$ cat src/rtl/otter_mem2_arbiter_pkg.sv
// Shared types for the OTTER memory port 2 arbiter.
//   arb_state_t : arbitration FSM states (normal arbitration / B owns port)
//   arb_owner_t : owner tag of the read issued in the previous cycle
//   mem_req_t   : access fields carried by each requester port
package otter_arb_pkg;

  typedef enum logic {
    ARB,
    LOCKED
  } arb_state_t;

  typedef enum logic [1:0] {
    OWN_NONE,
    OWN_A,
    OWN_B
  } arb_owner_t;

  typedef struct packed {
    logic        we;
    logic [31:0] addr;
    logic [31:0] din;
    logic [1:0]  size;
    logic        sign;
  } mem_req_t;

endpackage

$ cat src/rtl/otter_mem2_arbiter_if.sv
// Requester port of the memory port 2 arbiter; one instance per requester.
//   req    : access request (fields in cmd must stay stable until gnt)
//   lock   : keep port ownership after the current grant (only B uses it)
//   cmd    : we/addr/din/size/sign of the access
//   gnt    : access issued this cycle
//   rvalid : rdata holds the result of this requester's read of last cycle
//   rdata  : read data, 0 when rvalid is low
// master modport = requester side, slave modport = arbiter side.
interface otter_mem2_arbiter_if;
  import otter_arb_pkg::*;

  logic        req;
  logic        lock;
  mem_req_t    cmd;
  logic        gnt;
  logic        rvalid;
  logic [31:0] rdata;

  modport master (output req, lock, cmd, input gnt, rvalid, rdata);
  modport slave  (input req, lock, cmd, output gnt, rvalid, rdata);

endinterface

$ cat src/rtl/otter_mem2_arbiter_starve_cnt.sv
// Saturating count of consecutive cycles in which B waits while A is granted.
//   clk, rst_n : clock, async active-low reset
//   inc        : B requesting while A was granted
//   clr        : B granted or B not requesting
//   at_max     : count has reached MAX_WAIT, B must be forced through
module otter_arb_starve_cnt #(
  parameter int MAX_WAIT = 4
) (
  input  logic clk,
  input  logic rst_n,
  input  logic inc,
  input  logic clr,
  output logic at_max
);

  localparam int W = $clog2(MAX_WAIT + 1);

  logic [W-1:0] count;

  always_ff @(posedge clk or negedge rst_n) begin
    if (!rst_n) begin
      count <= '0;
    end else if (clr) begin
      count <= '0;
    end else if (inc && count != W'(MAX_WAIT)) begin
      count <= count + 1'b1;
    end
  end

  assign at_max = (count == W'(MAX_WAIT));

endmodule

$ cat src/rtl/otter_mem2_arbiter.sv
// Arbiter for memory port 2 between the pipeline MEM stage (a_port) and a
// secondary bus master (b_port). One access per cycle, read data one cycle
// after issue, stall toward the pipeline whenever the MEM stage is denied.
//   clk, rst_n          : clock, async active-low reset (released on next clk)
//   a_port, b_port      : requester ports (slave modport)
//   stall               : a_port.req & ~a_port.gnt
//   mem_read2/mem_write2: memory port 2 strobes
//   mem_addr2/mem_din2/mem_size/mem_sign : fields of the winning access
//   mem_dout2           : synchronous memory read data
// Build option: OTTER_ARB_STARVE_EN adds the starvation guard that forces B
// through after MAX_WAIT consecutive lost cycles; without it A has strict
// priority outside of a B lock.
module otter_mem2_arbiter
  import otter_arb_pkg::*;
#(
  parameter int MAX_WAIT = 4
) (
  input  logic                 clk,
  input  logic                 rst_n,
  otter_mem2_arbiter_if.slave  a_port,
  otter_mem2_arbiter_if.slave  b_port,
  output logic                 stall,
  output logic                 mem_read2,
  output logic                 mem_write2,
  output logic [31:0]          mem_addr2,
  output logic [31:0]          mem_din2,
  output logic [1:0]           mem_size,
  output logic                 mem_sign,
  input  logic [31:0]          mem_dout2
);

  arb_state_t state;
  arb_owner_t owner;
  logic       run;
  logic       starve;
  logic       a_gnt;
  logic       b_gnt;
  logic       any_gnt;
  mem_req_t   sel;

`ifdef OTTER_ARB_STARVE_EN
  otter_arb_starve_cnt #(.MAX_WAIT(MAX_WAIT)) u_starve (
    .clk    (clk),
    .rst_n  (rst_n),
    .inc    (b_port.req & a_gnt),
    .clr    (b_gnt | ~b_port.req),
    .at_max (starve)
  );
`else
  // MAX_WAIT of 0 is outside the legal range, so this term is constant 0
  // and A keeps strict priority in ARB.
  assign starve = (MAX_WAIT == 0);
`endif

  // run holds grants off until the first edge after reset is released.
  always_ff @(posedge clk or negedge rst_n) begin
    if (!rst_n) begin
      run   <= 1'b0;
      state <= ARB;
      owner <= OWN_NONE;
    end else begin
      run <= 1'b1;
      case (state)
        ARB:     if (b_gnt && b_port.lock) state <= LOCKED;
        LOCKED:  if (!b_port.lock) state <= ARB;
        default: state <= ARB;
      endcase
      if (a_gnt && !a_port.cmd.we) begin
        owner <= OWN_A;
      end else if (b_gnt && !b_port.cmd.we) begin
        owner <= OWN_B;
      end else begin
        owner <= OWN_NONE;
      end
    end
  end

  // A wins in ARB unless the guard forces a waiting B through.
  always_comb begin
    a_gnt = 1'b0;
    b_gnt = 1'b0;
    if (run) begin
      if (state == LOCKED) begin
        b_gnt = b_port.req;
      end else if (a_port.req && !(b_port.req && starve)) begin
        a_gnt = 1'b1;
      end else begin
        b_gnt = b_port.req;
      end
    end
  end

  always_comb begin
    sel = '0;
    if (a_gnt) begin
      sel = a_port.cmd;
    end else if (b_gnt) begin
      sel = b_port.cmd;
    end
  end

  assign any_gnt    = a_gnt | b_gnt;
  assign mem_read2  = any_gnt & ~sel.we;
  assign mem_write2 = any_gnt & sel.we;
  assign mem_addr2  = sel.addr;
  assign mem_din2   = sel.din;
  assign mem_size   = sel.size;
  assign mem_sign   = sel.sign;

  assign stall = a_port.req & ~a_gnt;

  assign a_port.gnt    = a_gnt;
  assign b_port.gnt    = b_gnt;
  assign a_port.rvalid = (owner == OWN_A);
  assign b_port.rvalid = (owner == OWN_B);
  assign a_port.rdata  = (owner == OWN_A) ? mem_dout2 : 32'h0;
  assign b_port.rdata  = (owner == OWN_B) ? mem_dout2 : 32'h0;

endmodule

$ cat src/flat_wrapper.sv
// flat-port wrapper written by rule: the top's interface ports become plain ports
module otter_mem2_arbiter_flat import otter_arb_pkg::*;
#(
  parameter int MAX_WAIT = 4
)
  (clk, rst_n, stall, mem_read2, mem_write2, mem_addr2, mem_din2, mem_size, mem_sign, mem_dout2, a_port_req, a_port_lock, a_port_cmd, a_port_gnt, a_port_rvalid, a_port_rdata, b_port_req, b_port_lock, b_port_cmd, b_port_gnt, b_port_rvalid, b_port_rdata);
  otter_mem2_arbiter_if a_port_i ();
  otter_mem2_arbiter_if b_port_i ();
  input  logic clk;
  input  logic rst_n;
  output logic stall;
  output logic mem_read2;
  output logic mem_write2;
  output logic [31:0] mem_addr2;
  output logic [31:0] mem_din2;
  output logic [1:0] mem_size;
  output logic mem_sign;
  input  logic [31:0] mem_dout2;
  input wire logic [$bits(a_port_i.req)-1:0] a_port_req;
  input wire logic [$bits(a_port_i.lock)-1:0] a_port_lock;
  input wire logic [$bits(a_port_i.cmd)-1:0] a_port_cmd;
  output wire logic [$bits(a_port_i.gnt)-1:0] a_port_gnt;
  output wire logic [$bits(a_port_i.rvalid)-1:0] a_port_rvalid;
  output wire logic [$bits(a_port_i.rdata)-1:0] a_port_rdata;
  input wire logic [$bits(b_port_i.req)-1:0] b_port_req;
  input wire logic [$bits(b_port_i.lock)-1:0] b_port_lock;
  input wire logic [$bits(b_port_i.cmd)-1:0] b_port_cmd;
  output wire logic [$bits(b_port_i.gnt)-1:0] b_port_gnt;
  output wire logic [$bits(b_port_i.rvalid)-1:0] b_port_rvalid;
  output wire logic [$bits(b_port_i.rdata)-1:0] b_port_rdata;
  assign a_port_i.req = a_port_req;
  assign a_port_i.lock = a_port_lock;
  assign a_port_i.cmd = a_port_cmd;
  assign a_port_gnt = a_port_i.gnt;
  assign a_port_rvalid = a_port_i.rvalid;
  assign a_port_rdata = a_port_i.rdata;
  assign b_port_i.req = b_port_req;
  assign b_port_i.lock = b_port_lock;
  assign b_port_i.cmd = b_port_cmd;
  assign b_port_gnt = b_port_i.gnt;
  assign b_port_rvalid = b_port_i.rvalid;
  assign b_port_rdata = b_port_i.rdata;
  otter_mem2_arbiter #(.MAX_WAIT(MAX_WAIT)) u_core (.clk(clk), .rst_n(rst_n), .a_port(a_port_i), .b_port(b_port_i), .stall(stall), .mem_read2(mem_read2), .mem_write2(mem_write2), .mem_addr2(mem_addr2), .mem_din2(mem_din2), .mem_size(mem_size), .mem_sign(mem_sign), .mem_dout2(mem_dout2));
endmodule
$ cat config.mk
export PLATFORM = sky130hd
export DESIGN_NAME = otter_mem2_arbiter_flat
export DESIGN_NICKNAME = d
export VERILOG_FILES = /design/src/rtl/otter_mem2_arbiter_pkg.sv /design/src/rtl/otter_mem2_arbiter_if.sv /design/src/rtl/otter_mem2_arbiter_starve_cnt.sv /design/src/rtl/otter_mem2_arbiter.sv /design/src/flat_wrapper.sv
export SDC_FILE = /design/constraint.sdc
export NUM_CORES = 1
export LEC_CHECK = 0
export BUFFER_PORTS_ARGS = -buffer_cell sky130_fd_sc_hd__buf_2
export CAP_MARGIN = 10
export CORE_AREA = 2 2 122 124
export DETAILED_ROUTE_END_ITERATION = 10
export DIE_AREA = 0 0 124 126
export PLACE_DENSITY = 0.42
export SLEW_MARGIN = 20
export SYNTH_ARGS = -nofsm -noshare
export SYNTH_HDL_FRONTEND = slang
export SYNTH_SLANG_ARGS = --single-unit
$ cat constraint.sdc
create_clock -name clk -period 1.8 [get_ports clk]
set_clock_uncertainty 0.15 [all_clocks]
set_input_delay 0.36 -clock clk [delete_from_list [all_inputs] [get_ports clk]]
set_output_delay 0.36 -clock clk [all_outputs]
set_load 0.005 [all_outputs]
-- Word-level counts from Yosys, hierarchy flattened
Index checks and enable logic that the tools add are counted.
- register bits: 4
- input bits: 174
- output and inout bits: 138
- word-level logic and storage cells: 32
- eq/ne operators: 2
- reductions and logical operators: 5
- mux-type cells: 15
- bitwise operators: 7
- operator list (kind ; count):
    2-to-1 mux 68 bit ; 2
    2-to-1 mux 32 bit ; 2
    2-to-1 mux 1 bit ; 8
    2-to-1 mux 2 bit ; 2
    AND 1 bit ; 3
    logical AND 1 bit ; 3
    NOT 1 bit ; 3
    == test 2 x 1 -> 1 bit (second input constant) ; 1
    == test 2 bit (second input constant) ; 1
    zero test 1 bit ; 2
    one-hot mux 1 bit (2 select lines) ; 1
    bitwise OR 1 bit ; 1

-- Logic depth before layout (Yosys ltp)
- depth after elaboration: 7
- mapped depth: 6

-- Least setup slack after synthesis
Ideal clock, no wire load.
- path kind: register to output
- start: register u_core.state
- end: output port mem_read2
- path buffers: 3
- stages on the path, launching flop included: 7
- data arrival time: 1107 ps
- slack: 183 ps
- cell sequence: dfrtp_1 -> nand2b_1 -> buf_4 -> buf_6 -> buf_8 -> nor2_1 -> o21a_1
- word-level cells in the longest chain between the ends: 6
- elaborated cells between the ends (all ways): 9
- those cells by class: mux: 6; bitwise: 3
- ends and longest elaborated chain (what ; RTL line ; RTL):
    start: declaration ; otter_mem2_arbiter.sv:32 ; arb_state_t state;
    start signal: assignment ; otter_mem2_arbiter.sv:59 ; state <= ARB;
    start signal: assignment ; otter_mem2_arbiter.sv:64 ; ARB: if (b_gnt && b_port.lock) state <= LOCKED;
    start signal: assignment ; otter_mem2_arbiter.sv:65 ; LOCKED: if (!b_port.lock) state <= ARB;
    2-to-1 mux 1 bit ; otter_mem2_arbiter.sv:83 ; if (state == LOCKED) begin
    2-to-1 mux 1 bit ; otter_mem2_arbiter.sv:82 ; if (run) begin
    2-to-1 mux 68 bit ; otter_mem2_arbiter.sv:97 ; end else if (b_gnt) begin
    2-to-1 mux 68 bit ; otter_mem2_arbiter.sv:95 ; if (a_gnt) begin
    NOT 1 bit ; otter_mem2_arbiter.sv:103 ; assign mem_read2 = any_gnt & ~sel.we;
    AND 1 bit (*) ; otter_mem2_arbiter.sv:103 ;
    end: declaration ; flat_wrapper.sv:12 ; output logic mem_read2;
Mark *: on every way between the ends. The rest lies on a longest branch, timed or not.

-- Worst setup path in the final report
- start: register u_core.state
- end: output port mem_din2[27]
- word-level cells in the longest chain between the ends: 4
- elaborated cells between the ends (all ways): 6
- those cells by class: mux: 6
- ends and longest elaborated chain (what ; RTL line ; RTL):
    2-to-1 mux 1 bit ; otter_mem2_arbiter.sv:83 ;
    2-to-1 mux 1 bit ; otter_mem2_arbiter.sv:82 ;
    2-to-1 mux 68 bit ; otter_mem2_arbiter.sv:97 ;
    2-to-1 mux 68 bit (*) ; otter_mem2_arbiter.sv:95 ;
    end: declaration ; flat_wrapper.sv:15 ; output logic [31:0] mem_din2;
Marks and branches as above.

==> run_results.csv <==
group,metric,value,unit
clock_network,cts_tree,"yes",
critical_path,cp-end-kind,"output port",
floorplan,row_count,44,
pwr,power_density,311,nW/um2
run,maxCapViolCount,0,
worst_hold_path,hold_class,"in -> reg",
critical_path,critPathMaxStageDelay,0.40,ns
layout,post_route_cells_drive_above_1_share,58.4,%
critical_path,r2r_end,"u_core.owner[0]$_DFF_PN0_",
global_routing,grt_start_max_net_pins,49,
sta,period_needed,2.01,ns
critical_path,ff2ff_path_depth,5,
critical_path,startpoint_type,"register",
critical_path,critical_path.reg2reg.startpoint,"u_core.state$_DFF_PN0_",
detailed_routing,wire_per_inst,13.5,um
floorplan,design.portCount,312,
sta,finalWorstSetupSlack,-0.211,ns
logic_synthesis,syn-instance-count,327,
logic_synthesis,post_synth_most_frequent_cells,"nand2_1, a21boi_0, nand3_1",
sta,slew_viol_final,0,
placement,place.gp.congestion,0.868,
detailed_routing,post_drt_via_cell_ratio,4.23,
logic_synthesis,asyncSetResetFlopFracSynth,100,%
critical_path,critical_path_arrival,1.50,ns
layout,postLayoutCoreUtil,29.1,%
logic_synthesis,yosysUniqueCellTypes,20,
placement,numPortBuffers,310,
logic_synthesis,syn_area_per_cell,5.78,um2
floorplan,die_height,126,um
global_routing,grt_antenna_before_repair,1,
logic_synthesis,synthMostInstantiatedCell,"nand2_1",
sta,grt_setup_unrepaired,"yes",
clock_network,clock_tree.root_cell,"clkbuf_16",
logic_synthesis,number_of_enable_type_register_cells_in_the_synthesized_netlist,0,
critical_path,r2r_setup_slack,0.39,ns
critical_path,worst_setup_path_startpoint,"u_core.state$_DFF_PN0_",
logic_synthesis,synth_largest_type_area_fraction,27.0,%
placement,hpwl,9.61,mm
global_routing,total_grt_usage,12.9,%
layout,layoutNonFillerInstCount,836,
floorplan,floorplan.die_area,15600,um2
detailed_routing,routed_wl,11.3,mm
logic_synthesis,yosys-top-cells-area,"a21boi_0, and2_1, nand3_1",
critical_path,endpoint,"mem_din2[27]",
sta,hold_violations,0,
pwr,vdd_drop_max,0.239,mV
worst_hold_path,whs_path_depth,2,
logic_synthesis,ys_ff_latch,4,
layout,final.fill_count,1606,
critical_path,crit_type,"reg -> out",
critical_path,worst-path-max-fanout,14,
detailed_routing,drc,0,
critical_path,cp_cell_sequence,"nand2b_4 -> buf_12 -> buf_4 -> nand3_1 -> a21boi_2 -> buf_2",
detailed_routing,via_count,3533,
layout,num-nets-final,826,
detailed_routing,number_of_drc_markers_in_iteration_0,122,
global_routing,first_global_vias,3342,
clock_network,clock_sinks,4,
layout,synthToLayoutAreaGrowth,121,%
sta,timing.final.crit_share,112,%
global_routing,grt.overflow.total,0,
clock_network,clk_transition_reported_paths,0.03,ns
placement,post-place-cells,822,
logic_synthesis,syn-cell-area,1890,um2
logic_synthesis,netlist.top_cell.by_area,"a21boi_0",
placement,post-place-ws,-0.145,ns
outcome,failed_checks,"setup timing",
outcome,status,"finished with violations",
floorplan,die_width,124,um
clock_network,worst_skew_pair.late_latency,0.23,ns
logic_synthesis,syn_nets,501,
pwr,static-leakage-power,2.43,nW
sta,setup_violations,70,
detailed_routing,drt_pass1_iterations,4,
sta,max_clock_freq,497,MHz
critical_path,worstPathRequired,1.29,ns
logic_synthesis,synth.yosys.seq_area_share,5.30,%
clock_network,tritoncts_buffers,3,
clock_network,count_of_h_tree_levels_built_during_cts,1,
logic_synthesis,synth-main-ff-cell,"dfrtp_1",
floorplan,fp.coreArea,14300,um2
floorplan,initial_standard_cell_utilization_of_the_core,13.2,%
critical_path,critPathSlowestCell,"dfrtp_1",
global_routing,grt_first_pass_wirelength,16.0,mm
detailed_routing,route.antenna.remaining_nets,0,
clock_network,cts_buffer_depth,2,
logic_synthesis,synthesis.yosys.warnings,0,
pwr,design_power_total,1.30,mW
==> worst max-delay path: cells and delay by family (launching register included) <==
kind	cells	cell delay, ns
compound gates	1	0.18
buf+inv	3	0.42
flops	1	0.40
simple gates	2	0.27
==> area by class of cell <==
class	instances	area (um2)	share of cell area, %
sequential	4	101	2.43
antenna	1	2.50	0.0600
timing repair buffer	358	2080	49.9
inverter	1	3.75	0.0900
clock buffer	4	78.8	1.89
tap	184	230	5.52
multi-input combinational	284	1670	40.1
==> logic make-up (layout without fill, tap and decap cells) <==
| group | Yosys count | after routing | share of synthesized area [%] |
|---|---|---|---|
| AO/OA/AOI/OAI | 71 | 71 | 28.2 |
| buffers and inverters | 39 | 363 | 10.1 |
| flip-flops | 4 | 4 | 5.30 |
| other | 1 | 2 | 0.198 |
| AND/OR/NAND/NOR | 212 | 212 | 56.2 |
==> per-layer routing <==
metal | wire [um] | GRT usage (%) | up-vias
met5 | 0 | 0 | -
met4 | 155 | 3.04 | 0
met3 | 1070 | 2.40 | 11
met2 | 6040 | 26.1 | 192
met1 | 4050 | 13.3 | 1593
li1 | - | - | 1737
==> state kept, by name (all words and copies together), names as in the netlist <==
| signal | count |
|---|---|
| u_core.owner | 2 |
| u_core.run | 1 |
| u_core.state | 1 |
==> metrics by stage <==
step	cell area, um2	hold WS, ns	setup TNS, ns
2_1_floorplan	1890	-0.0856	0
3_3_place_gp	3900	0.0272	-1.97
3_5_place_dp	3900	0.0322	-2.59
4_1_cts	4080	0.200	-11.49
5_1_grt	4170	0.201	-15.53
6_report	4170	0.194	-10.10
==> worst min path at each step <==
stage | from | to | slack (ns)
after global placement | rst_n | u_core.owner[0]$_DFF_PN0_ | 0.03
after floorplan | rst_n | u_core.owner[0]$_DFF_PN0_ | -0.09
after detailed placement | rst_n | u_core.owner[0]$_DFF_PN0_ | 0.03
final | a_port_cmd[67] | u_core.owner[0]$_DFF_PN0_ | 0.19
after CTS | a_port_cmd[67] | u_core.owner[0]$_DFF_PN0_ | 0.20
after global routing | a_port_cmd[67] | u_core.owner[0]$_DFF_PN0_ | 0.20
==> where the power goes <==
group / switching, mW / internal (mW)
clock network: 0.0729 / 0.294
registers: 0.00381 / 0.0946
logic: 0.373 / 0.459
total: 0.450 / 0.847
==> placed cells by master (no fill, tap or decap), drive strengths merged <==
cell type,count
dlygate4sd3,1
diode,1
a21boi,69
nor2,3
buf,356
clkbuf,5
nand2,69
and2,65
conb,1
nand3,68
nor3,1
nor3b,1
nand2b,1
o21a,2
inv,1
dfrtp,4
nor2b,4
==> repair_timing <==
item	4_1_cts	5_1_grt
cloned	0	1
resized for setup	56	33
setup buffers	3	4
hold endpoints to repair	4	0
setup endpoints to repair	70	95
pin swaps	6	20
hold buffers	1	0
(Power assumes the default switching activity.)
